## src/rtl/comm_pkg.sv

```systemverilog
// Shared constants and helpers for the mapper, demapper and noise channel.
// Sample width, sample limits, LFSR taps, LFSR step and noise/saturation arithmetic.
package comm_pkg;

    localparam int SAMPLE_W = 11;
    localparam int SUM_W    = 12;

    typedef logic signed [SAMPLE_W-1:0] sample_t;
    typedef logic signed [SUM_W-1:0]    wide_t;

    localparam sample_t     SAMPLE_MIN = 11'sh400;
    localparam sample_t     SAMPLE_MAX = 11'sh3FF;
    localparam logic [31:0] LFSR_TAPS  = 32'h8020_0003;

    function automatic logic [31:0] lfsr_next(input logic [31:0] s);
        return (s >> 1) ^ (s[0] ? LFSR_TAPS : 32'h0);
    endfunction

    // Sum of four 6-bit slices recentred on zero: range -126..126.
    function automatic wide_t raw_noise(input logic [31:0] s);
        logic [SUM_W-1:0] acc;
        acc = {6'd0, s[5:0]} + {6'd0, s[11:6]} + {6'd0, s[17:12]} + {6'd0, s[23:18]};
        return wide_t'(acc - 12'd126);
    endfunction

    function automatic logic is_clipped(input wide_t v);
        return (v > wide_t'(SAMPLE_MAX)) || (v < wide_t'(SAMPLE_MIN));
    endfunction

    function automatic sample_t saturate(input wide_t v);
        if (v > wide_t'(SAMPLE_MAX))
            return SAMPLE_MAX;
        else if (v < wide_t'(SAMPLE_MIN))
            return SAMPLE_MIN;
        else
            return v[SAMPLE_W-1:0];
    endfunction

endpackage

```

## src/rtl/lfsr32_galois.sv

```systemverilog
// 32-bit Galois LFSR that advances once per cycle where both ce and step are high.
// A zero seed would lock the register, so it is replaced by 1.
module lfsr32_galois
    import comm_pkg::*;
#(
    parameter logic [31:0] SEED = 32'h0000_0001
) (
    input  logic        CLK,
    input  logic        RST,
    input  logic        ce,
    input  logic        step,
    output logic [31:0] state
);

    localparam logic [31:0] SEED_EFF = (SEED == 32'h0) ? 32'h0000_0001 : SEED;

    always_ff @(posedge CLK or negedge RST) begin
        if (!RST)
            state <= SEED_EFF;
        else if (ce && step)
            state <= lfsr_next(state);
    end

endmodule

```

## src/rtl/iq_noise_chan.sv

```systemverilog
// Two-stage I/Q noise channel: adds LFSR-derived zero-mean noise to each sample,
// saturates to the 11-bit sample range and counts saturated components.
module iq_noise_chan
    import comm_pkg::*;
#(
    parameter int          NOISE_SHL = 0,
    parameter logic [31:0] SEED_I    = 32'h0000_0001,
    parameter logic [31:0] SEED_Q    = 32'hACE1_2345
) (
    input  logic                       CLK,
    input  logic                       RST,
    input  logic                       ce,
    input  logic                       valid_i,
    input  logic signed [SAMPLE_W-1:0] ar,
    input  logic signed [SAMPLE_W-1:0] ai,
    input  logic                       noise_en,
    output logic signed [SAMPLE_W-1:0] xr,
    output logic signed [SAMPLE_W-1:0] xi,
    output logic                       valid_o,
    output logic [15:0]                clip_cnt
);

    logic [31:0] lfsr_i;
    logic [31:0] lfsr_q;
    logic        accept;

    assign accept = ce && valid_i;

    lfsr32_galois #(.SEED(SEED_I)) u_lfsr_i (
        .CLK(CLK), .RST(RST), .ce(ce), .step(valid_i), .state(lfsr_i)
    );

    lfsr32_galois #(.SEED(SEED_Q)) u_lfsr_q (
        .CLK(CLK), .RST(RST), .ce(ce), .step(valid_i), .state(lfsr_q)
    );

    wide_t noise_i_c;
    wide_t noise_q_c;

    // Noise is taken from the pre-advance state so the first sample uses the seed.
    always_comb begin
        noise_i_c = '0;
        noise_q_c = '0;
        if (noise_en && accept) begin
            noise_i_c = raw_noise(lfsr_i) <<< NOISE_SHL;
            noise_q_c = raw_noise(lfsr_q) <<< NOISE_SHL;
        end
    end

    logic    s1_valid;
    sample_t s1_ar;
    sample_t s1_ai;
    wide_t   s1_ni;
    wide_t   s1_nq;

    always_ff @(posedge CLK or negedge RST) begin
        if (!RST) begin
            s1_valid <= 1'b0;
            s1_ar    <= '0;
            s1_ai    <= '0;
            s1_ni    <= '0;
            s1_nq    <= '0;
        end else if (ce) begin
            s1_valid <= valid_i;
            s1_ar    <= ar;
            s1_ai    <= ai;
            s1_ni    <= noise_i_c;
            s1_nq    <= noise_q_c;
        end
    end

    wide_t       sum_r;
    wide_t       sum_i;
    logic        clip_r;
    logic        clip_i;
    logic [16:0] cnt_next;

    always_comb begin
        sum_r    = wide_t'(s1_ar) + s1_ni;
        sum_i    = wide_t'(s1_ai) + s1_nq;
        clip_r   = is_clipped(sum_r);
        clip_i   = is_clipped(sum_i);
        cnt_next = {1'b0, clip_cnt} + {16'd0, clip_r} + {16'd0, clip_i};
    end

    // The clip counter sticks at all-ones instead of wrapping.
    always_ff @(posedge CLK or negedge RST) begin
        if (!RST) begin
            valid_o  <= 1'b0;
            xr       <= '0;
            xi       <= '0;
            clip_cnt <= '0;
        end else if (ce) begin
            valid_o <= s1_valid;
            xr      <= saturate(sum_r);
            xi      <= saturate(sum_i);
            if (s1_valid)
                clip_cnt <= cnt_next[16] ? 16'hFFFF : cnt_next[15:0];
        end
    end

endmodule

```

## config.mk

```make
export PLATFORM = sky130hd
export DESIGN_NAME = iq_noise_chan
export DESIGN_NICKNAME = d
export VERILOG_FILES = /design/src/rtl/comm_pkg.sv /design/src/rtl/lfsr32_galois.sv /design/src/rtl/iq_noise_chan.sv
export SDC_FILE = /design/constraint.sdc
export NUM_CORES = 1
export LEC_CHECK = 0
export CAP_MARGIN = 20
export CORE_MARGIN = 5
export CORE_UTILIZATION = 53
export CTS_CLUSTER_DIAMETER = 120
export DETAILED_ROUTE_END_ITERATION = 10
export HOLD_SLACK_MARGIN = 0.08
export PLACE_DENSITY = 0.77
export SLEW_MARGIN = 5
export SYNTH_ARGS = -nofsm -noshare
export SYNTH_HDL_FRONTEND = slang
export SYNTH_SLANG_ARGS = --single-unit
```

## constraint.sdc

```tcl
create_clock -name CLK -period 3.34 [get_ports CLK]
set_input_delay 0.334 -clock CLK [delete_from_list [all_inputs] [get_ports CLK]]
set_output_delay 0.334 -clock CLK [all_outputs]
set_load 0.03 [all_outputs]
```

==> results of run 1 <==
## path summary, 6_finish.rpt
| kind | startpoint | endpoint | slack (ps) | cells past startpoint |
|---|---|---|---|---|
| max | s1_ar[6]$_DFFE_PN0P_ | clip_cnt[14]$_DFFE_PN0P_ | -90 | 16 |
| min | ce | u_lfsr_i.state[0]$_DFFE_PN1P_ | 370 | 3 |
| max reg2reg | s1_ar[6]$_DFFE_PN0P_ | clip_cnt[14]$_DFFE_PN0P_ | -90 | 16 |
| min reg2reg | xi[1]$_DFFE_PN0P_ | xi[1]$_DFFE_PN0P_ | 490 | 1 |
| max in group asynchronous | RST | u_lfsr_q.state[26]$_DFFE_PN1P_ | 1930 | 3 |
| min in group asynchronous | RST | xi[3]$_DFFE_PN0P_ | 520 | 2 |
## cells in the final DEF, fill, tap and decap left out, types with 16 or more instances in the layout
| cell type | Yosys | final |
|---|---|---|
| inv_1 | 41 | 39 |
| buf_4 | 1 | 34 |
| o21ai_0 | 19 | 18 |
| fa_1 | 27 | 24 |
| mux2_2 | 72 | 72 |
| a21oi_1 | 41 | 37 |
| clkdlybuf4s50_1 | 0 | 63 |
| ha_1 | 39 | 36 |
| nand2_1 | 48 | 40 |
| nor2_1 | 39 | 38 |
| clkbuf_16 | 0 | 17 |
| xnor2_1 | 25 | 23 |
| xor2_1 | 16 | 16 |
| dfrtp_1 | 131 | 131 |
## cells by family (layout without fill, tap and decap cells)
kind of cell / count (synthesis) / after routing
AND/OR/NAND/NOR: 148 / 148
flip-flops: 146 / 146
AO/OA/AOI/OAI: 148 / 148
buffers and inverters: 63 / 174
multiplexers: 73 / 73
adder cells (fa/ha/maj): 66 / 66
XOR/XNOR: 41 / 41
## flip-flops by register name, indices dropped and copies added, names as in the netlist
register	flops
valid_o	1
clip_cnt	16
u_lfsr_i.state	32
u_lfsr_q.state	32
s1_valid	1
xi	11
s1_ai	11
s1_ar	11
s1_nq	10
s1_ni	10
xr	11
## critical path: stages (launching register included)
cell      delay [ps]
dfrtp_1          390
ha_1             280
a21o_1           270
a221oi_4         360
o21ai_4           90
a21o_1           180
xnor2_1          130
xnor2_1          170
fa_2             420
inv_2             90
ha_4             140
nand2_4           60
buf_4            160
nor2_4            90
and3_4           250
a21oi_1          100
a41oi_2          170
## power groups by stage
stage               registers, mW  logic (mW)  clock network, mW
floorplan                    3.19        3.69                  0
finish                       2.97        5.65               1.94
global route                 3.06        6.31               2.06
global placement             2.95        5.20                  0
detailed placement           2.99        5.39                  0
CTS                          2.97        5.48               1.97
## area by class of cell
type / count / area [sq um] / area share (%)
Clock buffer: 26 / 469 / 4.79
Clock inverter: 6 / 130 / 1.33
Inverter: 41 / 154 / 1.57
Multi-Input combinational cell: 476 / 4200 / 42.9
Sequential cell: 146 / 3670 / 37.5
Tap cell: 184 / 230 / 2.35
Timing Repair Buffer: 101 / 932 / 9.52
## per-layer routing
layer | vias to the layer above | part of all wire (%)
met2 | 151 | 49
met1 | 2771 | 44
met5 | - | 0
li1 | 2622 | -
met3 | 33 | 4.6
met4 | 0 | 2.4
## what timing repair did
item                                    4_1_cts  5_1_grt
pin swaps                                     1       15
hold buffers                                  1        0
buffers inserted                              0        7
gates resized for setup                       6       28
endpoints found under the setup margin       14       16
endpoints found under the hold margin        70        0
==> impl_metrics.tcl, run 1 <==
set metrics [dict create \
    synth_top_area_share_pct 41.4 \
    synth_cell_type_count 66 \
    yosys.area.top_type "dfrtp_1" \
    power.internal_mw 6.43 \
    switching_share_pct 39.2 \
    period_needed_ps 3430 \
    place_congestion 0.902 \
    rsz0062_at_grt "yes" \
    num_vias 5577 \
    cts_tree "yes" \
    dieArea_sq_um 17500 \
    worstPathMaxFanout 6 \
    utilization_pct 67.1 \
    worst_pin_slew_ps 718 \
    io_buffers 65 \
    coreArea_sq_um 14600 \
    cp-start-kind "flop" \
    synth_most_common_cell "dfrtp_1" \
    whs_ps 369 \
    ys_seq_elements 146 \
    initial_core_util_pct 54.3 \
    die_y_um 132 \
    drt_iter0_markers 345 \
    die_w_um 132 \
    htree_num_levels 4 \
    use_met1_pct 27.0 \
    routed_via_density 5.69 \
    ys_warn_count 0 \
    grt_max_degree 80 \
    leakage_nw 4.44 \
    rows 44 \
    grt_use_total_pct 20.1 \
    clock_path_buffers 2 \
    p_sw_mw 4.14 \
    combPwrFrac_pct 53.5 \
    cts.sinks 146 \
    violations "setup timing" \
    grt_use_met3_pct 4.39 \
    avgRoutedWirePerCell_um 17.5 \
    dp_hpwl_mm 12.3 \
    min_path_type "in -> reg" \
    setup_viol 14 \
    drtPass1Iterations 5 \
    clkTransAtPathRegs_ps 60 \
    max_cap_viol_count 0 \
    p_clk_share_pct 18.4 \
    post-route-period-util_pct 103 \
    slew_headroom_pct 52.1 \
    drv_slew 0 \
    finalSetupTns_ps -806 \
    setup.worst_path.end_class "flop" \
    post_synth_instance_area_sq_um 7920 \
    power.density_nw_per_um2 1080 \
    grt_first_pass_wirelength_mm 28.8 \
    synth_simple_gate_area_share_pct 8.99 \
    power.total_mw 10.6 \
    synthMuxAreaShare_pct 10.4 \
    syn_to_final_growth_pct 23.6 \
    place_ws_ps -142 \
    postSynth.topFlopCell "dfrtp_1" \
    num-fill-cells 1018 \
    fin_skew_ps 8.49 \
    synthAdderAreaFrac_pct 13.0 \
    use_met2_pct 32.4 \
    seqPwrFrac_pct 28.1 \
    clk_latency_ps 420 \
    final_area_sq_um 9790 \
    ios 66 \
    antenna_cells 0 \
    synthArstFlopShare_pct 100 \
    placedCellCount 940 \
    grt_overflow 0 \
    ir_worst_vdd_mv 0.505 \
    setup_slack_ps -91.7 \
    worst-setup-path-type "reg -> reg" \
    syn_avg_cell_area_sq_um 11.6 \
    wl_mm 17.1 \
    synth_common_cells "dfrtp_1, mux2_2, nand2_1" \
    fmax_mhz 291 \
    drc 0 \
    place_area_sq_um 8940 \
    gr-max-usage-layer "met2" \
    synth_xor_area_share_pct 4.53 \
    synth_compound_area_share_pct 13.4 \
    cp.required_ps 3670 \
    numCtsBuffers 17 \
    finalNetCount 876 \
    antenna_found_initial 0 \
    crit_arrival_ps 3760 \
    ys_seq_area_share_pct 46.4 \
    hold_viol_final 0 \
    synth_top_family_by_area "compound AO/OA/AOI/OAI gates" \
    status "complete, but fails checks" \
    drive_above_1_share_pct 24.7 \
    grt_pass1_vias 5755 \
    synth_edf_count 0 \
    synth_area_leaders "dfrtp_1, mux2_2, fa_1" \
    final_antenna_net_count 0 \
    cts_root_buf "clkbuf_16" \
    synth_nets 778 \
    finalNonFillerCells 980 \
    synthCells 685 \
]
Power figures use the tool's default switching activity.
==> run 2: changes to the inputs <==
- CORE_MARGIN: 5 -> 2
==> run 2 against run 1 <==
  * The flow now finishes without violations
  * Count of clock-buffer cells in the layout shrank 3
  * Combinational power decreased by 0.9%
  * Cell area barely moved
  * Critical path depth down 1
  * Die area is 8.9% lower
  * Power up 0.73%
  * Global-route usage up 2.0 points
  * Routed wire length shrank 2.7%
  * First-iteration DRC count down 14%
  * Maximum frequency increased by 3.6%
  * Largest cell class unchanged
==> impl_metrics.tcl, run 2 (synthesis results as in run 1) <==
set metrics [dict create \
    status "finished, final reports clean" \
    drtPass1Iterations 5 \
    reg2reg_from "s1_ni[0]$_DFFE_PN0P_" \
    cts.sinks 146 \
    worstPathMaxFanout 3 \
    place_ws_ps -170 \
    crit_arrival_ps 3620 \
    grt_overflow 0 \
    dieArea_sq_um 15900 \
    worst_pin_slew_ps 554 \
    rsz0062_at_grt "yes" \
    drive_above_1_share_pct 24.1 \
    register_area_sq_um 3670 \
    clk_latency_ps 420 \
    antenna_cells 0 \
    reg2reg_depth 15 \
    dp_hpwl_mm 11.9 \
    place_area_sq_um 8950 \
    die_w_um 126 \
    rows 44 \
    clkTransAtPathRegs_ps 60 \
    period_needed_ps 3310 \
    num-fill-cells 1047 \
    cp-start-kind "flop" \
    final_area_sq_um 9790 \
    drt_iter0_markers 297 \
    fin_skew_ps 6.23 \
    setup.worst_path.end_class "flop" \
    final_common_cell "dfrtp_1" \
    wl_mm 16.6 \
    worst-setup-path-type "reg -> reg" \
    final_antenna_net_count 0 \
    whs_path_depth 2 \
    grt_first_pass_wirelength_mm 28.2 \
    io_buffers 65 \
    leakage_nw 4.47 \
    multi_input_area_sq_um 4180 \
    min_path_type "in -> reg" \
    drc 0 \
    cts_root_buf "clkbuf_16" \
    ios 66 \
    finalNetCount 872 \
    num_vias 5566 \
    setup_viol 0 \
    timing.rr.end "clip_cnt[15]$_DFFE_PN0P_" \
    avgRoutedWirePerCell_um 17.0 \
    numCtsBuffers 17 \
    slew_headroom_pct 63.1 \
    setup_slack_ps 27.7 \
    post-route-period-util_pct 99.2 \
    syn_to_final_growth_pct 23.6 \
    min_to "s1_valid$_DFFE_PN0P_" \
    fmax_mhz 302 \
    hold_viol_final 0 \
    coreArea_sq_um 14600 \
    grt_pass1_vias 5791 \
    final_cell_mix "dfrtp_1, mux2_2, clkdlybuf4s50_1" \
    clock_path_buffers 2 \
    drv_slew 0 \
    grt_use_total_pct 22.1 \
    cts_tree "yes" \
    grt_max_degree 87 \
    r2r_slack_ps 30 \
    cp.required_ps 3650 \
    place_congestion 0.914 \
    htree_num_levels 4 \
    power.density_nw_per_um2 1090 \
    max_cap_viol_count 0 \
    hold_start "ce" \
    finalNonFillerCells 976 \
    placedCellCount 938 \
    top_regs "u_lfsr_i.state: 32 flops, u_lfsr_q.state: 32 flops, clip_cnt: 16 flops" \
    routed_via_density 5.70 \
    initial_core_util_pct 54.3 \
    antenna_found_initial 0 \
    die_y_um 126 \
    ir_worst_vdd_mv 0.481 \
]
run 2: cell count changes in the layout (fill, tap and decap cells not counted), sizes merged:
cell      delta
clkbuf       -3
clkinvlp     +1
clkinv       +2
buf          -4
run 2: cell type report:
cell class,count,share of cell area (%)
timing repair buffer,97,9.34
tap,184,2.35
sequential,146,37.5
inverter,41,1.57
multi-input combinational,476,42.7
clock inverter,9,1.55
clock buffer,23,4.98
run 2: how the worst max path moves through the flow:
stage | from | end | slack (ps) | cells after the start
after floorplan | s1_ar[0]$_DFFE_PN0P_ | clip_cnt[13]$_DFFE_PN0P_ | 50 | 18
after global placement | s1_ai[0]$_DFFE_PN0P_ | clip_cnt[2]$_DFFE_PN0P_ | -30 | 16
after detailed placement | s1_ai[0]$_DFFE_PN0P_ | clip_cnt[15]$_DFFE_PN0P_ | -170 | 16
after CTS | s1_ni[0]$_DFFE_PN0P_ | clip_cnt[15]$_DFFE_PN0P_ | -8 | 15
after global routing | s1_nq[0]$_DFFE_PN0P_ | clip_cnt[10]$_DFFE_PN0P_ | -100 | 16
final | s1_ni[0]$_DFFE_PN0P_ | clip_cnt[15]$_DFFE_PN0P_ | 30 | 15
run 2: worst max-delay path, cell delays in order, from the launching register on:
cell,delay (ps)
dfrtp_1,360
ha_2,200
inv_2,40
fa_2,350
nand2b_4,150
a21o_1,200
o21ai_4,130
a21o_1,170
xnor2_2,90
xnor2_2,170
fa_2,430
nor4_4,320
nand3_1,140
or2_4,260
xnor2_2,120
nand2_1,60
run 2: where the power goes:
part / total, mW / switching (mW) / internal (mW) / leakage [nW]
logic: 5.60 / 2.91 / 2.70 / 2.38
clock network: 2.05 / 0.720 / 1.33 / 0.313
registers: 2.99 / 0.536 / 2.46 / 1.78
run 2: layer usage:
layer	track usage (%)	share of wire, %	vias to the layer above
li1	-	-	2617
met1	28.4	44	2798
met2	37.3	51	122
met3	4.55	3.3	29
met4	7.76	1.9	0
met5	0	0	-
run 2: timing repair:
action,4_1_cts,5_1_grt
hold endpoints to repair,60,0
buffers inserted,0,6
gates resized for setup,3,22
hold buffers,1,0
endpoints found under the setup margin,13,18
pin swaps,2,16
run 2: through the flow:
step | power (mW) | utilization (%) | hold WS, ps | setup TNS (ps)
after global routing | 11.5 | 67.1 | 421 | -374
after CTS | 10.5 | 65.9 | 375 | -15.3
after global placement | 8.13 | 61.4 | 331 | -45.1
after floorplan | 6.88 | - | 38.4 | 0
after detailed placement | 8.34 | 61.4 | 340 | -1700
final | 10.6 | 67.1 | 392 | 0
==> run 3: changes to the inputs <==
- CAP_MARGIN: 20 -> default
- MAX_ROUTING_LAYER: default -> met4
==> run 3 against run 2 <==
  * Combinational power is essentially flat
  * Sequential share of layout area grew 0.35 points
  * Clock skew about the same
  * Maximum frequency shrank 0.60%
  * Clock power fell by 15%
  * Die area stayed put
  * Non-clock buffer count decreased by 1
  * Global-route usage fell by 0.24 points
  * Largest power group unchanged
  * Count of clock-buffer cells in the layout is 4 higher
  * Final cell count shrank 0.10%
==> impl_metrics.tcl, run 3 (synthesis results as in run 1) <==
set metrics [dict create \
    htree_num_levels 4 \
    ir_worst_vdd_mv 0.438 \
    grt_use_total_pct 21.8 \
    clk_latency_ps 420 \
    cts.sinks 146 \
    setup.worst_path.end_class "flop" \
    reg2reg_from "s1_ni[0]$_DFFE_PN0P_" \
    period_needed_ps 3330 \
    crit_path_end "clip_cnt[10]$_DFFE_PN0P_" \
    wl_mm 16.3 \
    dieArea_sq_um 15900 \
    worst-setup-path-type "reg -> reg" \
    slew_headroom_pct 63.3 \
    rsz0062_at_grt "yes" \
    r2r_slack_ps 8 \
    clkTransAtPathRegs_ps 60 \
    drive_above_1_share_pct 24.1 \
    antenna_found_initial 0 \
    finalNetCount 871 \
    cts_tree "yes" \
    final_antenna_net_count 0 \
    cp-start-kind "flop" \
    max_cap_viol_count 0 \
    worstPathMaxFanout 3 \
    syn_to_final_growth_pct 22.5 \
    ios 66 \
    cts_root_buf "clkbuf_16" \
    timing.rr.end "clip_cnt[10]$_DFFE_PN0P_" \
    top_regs "u_lfsr_i.state: 32 flops, u_lfsr_q.state: 32 flops, clip_cnt: 16 flops" \
    grt_overflow 0 \
    finalSetupTns_ps 0 \
    drt_iter0_markers 264 \
    leakage_nw 4.43 \
    hold_start "ce" \
    crit_path_start "s1_ni[0]$_DFFE_PN0P_" \
    post-route-period-util_pct 99.8 \
    final_common_cell "dfrtp_1" \
    critical_path.cell_chain "ha_2 -> inv_2 -> fa_2 -> nand2b_4 -> a21o_1 -> o21ai_4 -> a21o_1 -> xnor2_2 -> xnor2_2 -> fa_2 -> inv_2 -> ha_4 -> nand2_4 -> nor4_4 -> nand3_1 -> xor2_1 -> nand2_1" \
    avgRoutedWirePerCell_um 16.7 \
    status "finished, final reports clean" \
    cp.required_ps 3650 \
    fin_skew_ps 5.73 \
    io_buffers 65 \
    routed_via_density 5.62 \
    drv_slew 0 \
    grt_pass1_vias 5576 \
    antenna_cells 0 \
    critPathTopFamily "adder cells" \
    dp_hpwl_mm 11.7 \
    power.density_nw_per_um2 1060 \
    worst_pin_slew_ps 551 \
    setup_viol 0 \
    worst-path-buf-inv 2 \
    initial_core_util_pct 54.3 \
    slowest_delay_ps 430 \
    reg2reg_depth 17 \
    crit_slowest_cell "fa_2" \
    fmax_mhz 300 \
    place_ws_ps -152 \
    final_cell_mix "dfrtp_1, mux2_2, clkdlybuf4s50_1" \
    clock_path_buffers 2 \
    num_vias 5476 \
    numCtsBuffers 17 \
    rows 44 \
    path_depth 17 \
    drtPass1Iterations 4 \
    grt_first_pass_wirelength_mm 26.9 \
    grt_max_degree 87 \
    setup_slack_ps 7.57 \
    place_congestion 0.922 \
    die_w_um 126 \
    die_y_um 126 \
    min_path_type "in -> reg" \
    coreArea_sq_um 14600 \
    drc 0 \
    hold_viol_final 0 \
    crit_arrival_ps 3640 \
]
==> run 3: changes by cell type in the layout (fill, tap and decap cells not counted), sizes merged <==
cell,before,now
bufinv,4,0
clkinv,4,3
buf,33,32
clkbuf,23,27
clkinvlp,1,2
==> run 3: area by class of cell <==
cell class	count	area [sq um]
Clock buffer	27	513
Clock inverter	5	30.0
Fill cell	1081	4890
Inverter	41	154
Multi-Input combinational cell	476	4200
Sequential cell	146	3670
Tap cell	184	230
Timing Repair Buffer	96	907
==> run 3: power by group <==
group	internal [mW]	total (mW)	switching, mW
logic	2.69	5.57	2.88
clock network	1.04	1.74	0.694
registers	2.46	2.98	0.520
==> run 3: metrics by stage <==
stage | utilization (%) | power (mW) | cells | hold slack, ps | cell area (sq um)
finish | 66.5 | 10.3 | 975 | 404 | 9700
CTS | 65.2 | 10.1 | 971 | 395 | 9510
floorplan | - | 6.88 | 685 | 38.4 | 7970
detailed placement | 61.4 | 8.30 | 938 | 344 | 8950
global placement | 61.4 | 8.14 | 938 | 331 | 8950
global route | 66.5 | 11.1 | 975 | 428 | 9700
==> run 3: timing repair <==
action / CTS / global route
endpoints found under the setup margin: 13 / 16
pin swaps: 0 / 11
hold endpoints to repair: 60 / 0
hold buffers: 1 / 0
buffers inserted: 0 / 4
resized for setup: 2 / 27
==> run 3: layer usage <==
| layer | GRT usage [%] | share of wire (%) | vias up |
|---|---|---|---|
| met5 | - | 0 | - |
| met4 | 6.79 | 1.3 | 0 |
| met3 | 4.29 | 3.5 | 17 |
| met2 | 35.3 | 50 | 103 |
| met1 | 28.1 | 45 | 2735 |
| li1 | - | - | 2621 |
==> run 3: worst register-to-register path, stage by stage (launching register included) <==
cell,delay [ps]
dfrtp_1,370
ha_2,200
inv_2,40
fa_2,350
nand2b_4,150
a21o_1,210
o21ai_4,170
a21o_1,190
xnor2_2,90
xnor2_2,150
fa_2,430
inv_2,90
ha_4,140
nand2_4,70
nor4_4,190
nand3_1,130
xor2_1,170
nand2_1,80
==> run 3: worst min path at each step <==
| stage | to | cells past startpoint | slack, ps |
|---|---|---|---|
| after floorplan | clip_cnt[0]$_DFFE_PN0P_ | 0 | 40 |
| after global placement | xi[3]$_DFFE_PN0P_ | 1 | 330 |
| after detailed placement | xi[3]$_DFFE_PN0P_ | 1 | 340 |
| after CTS | u_lfsr_i.state[0]$_DFFE_PN1P_ | 3 | 390 |
| after global routing | u_lfsr_q.state[0]$_DFFE_PN1P_ | 3 | 430 |
| final | u_lfsr_i.state[0]$_DFFE_PN1P_ | 3 | 400 |
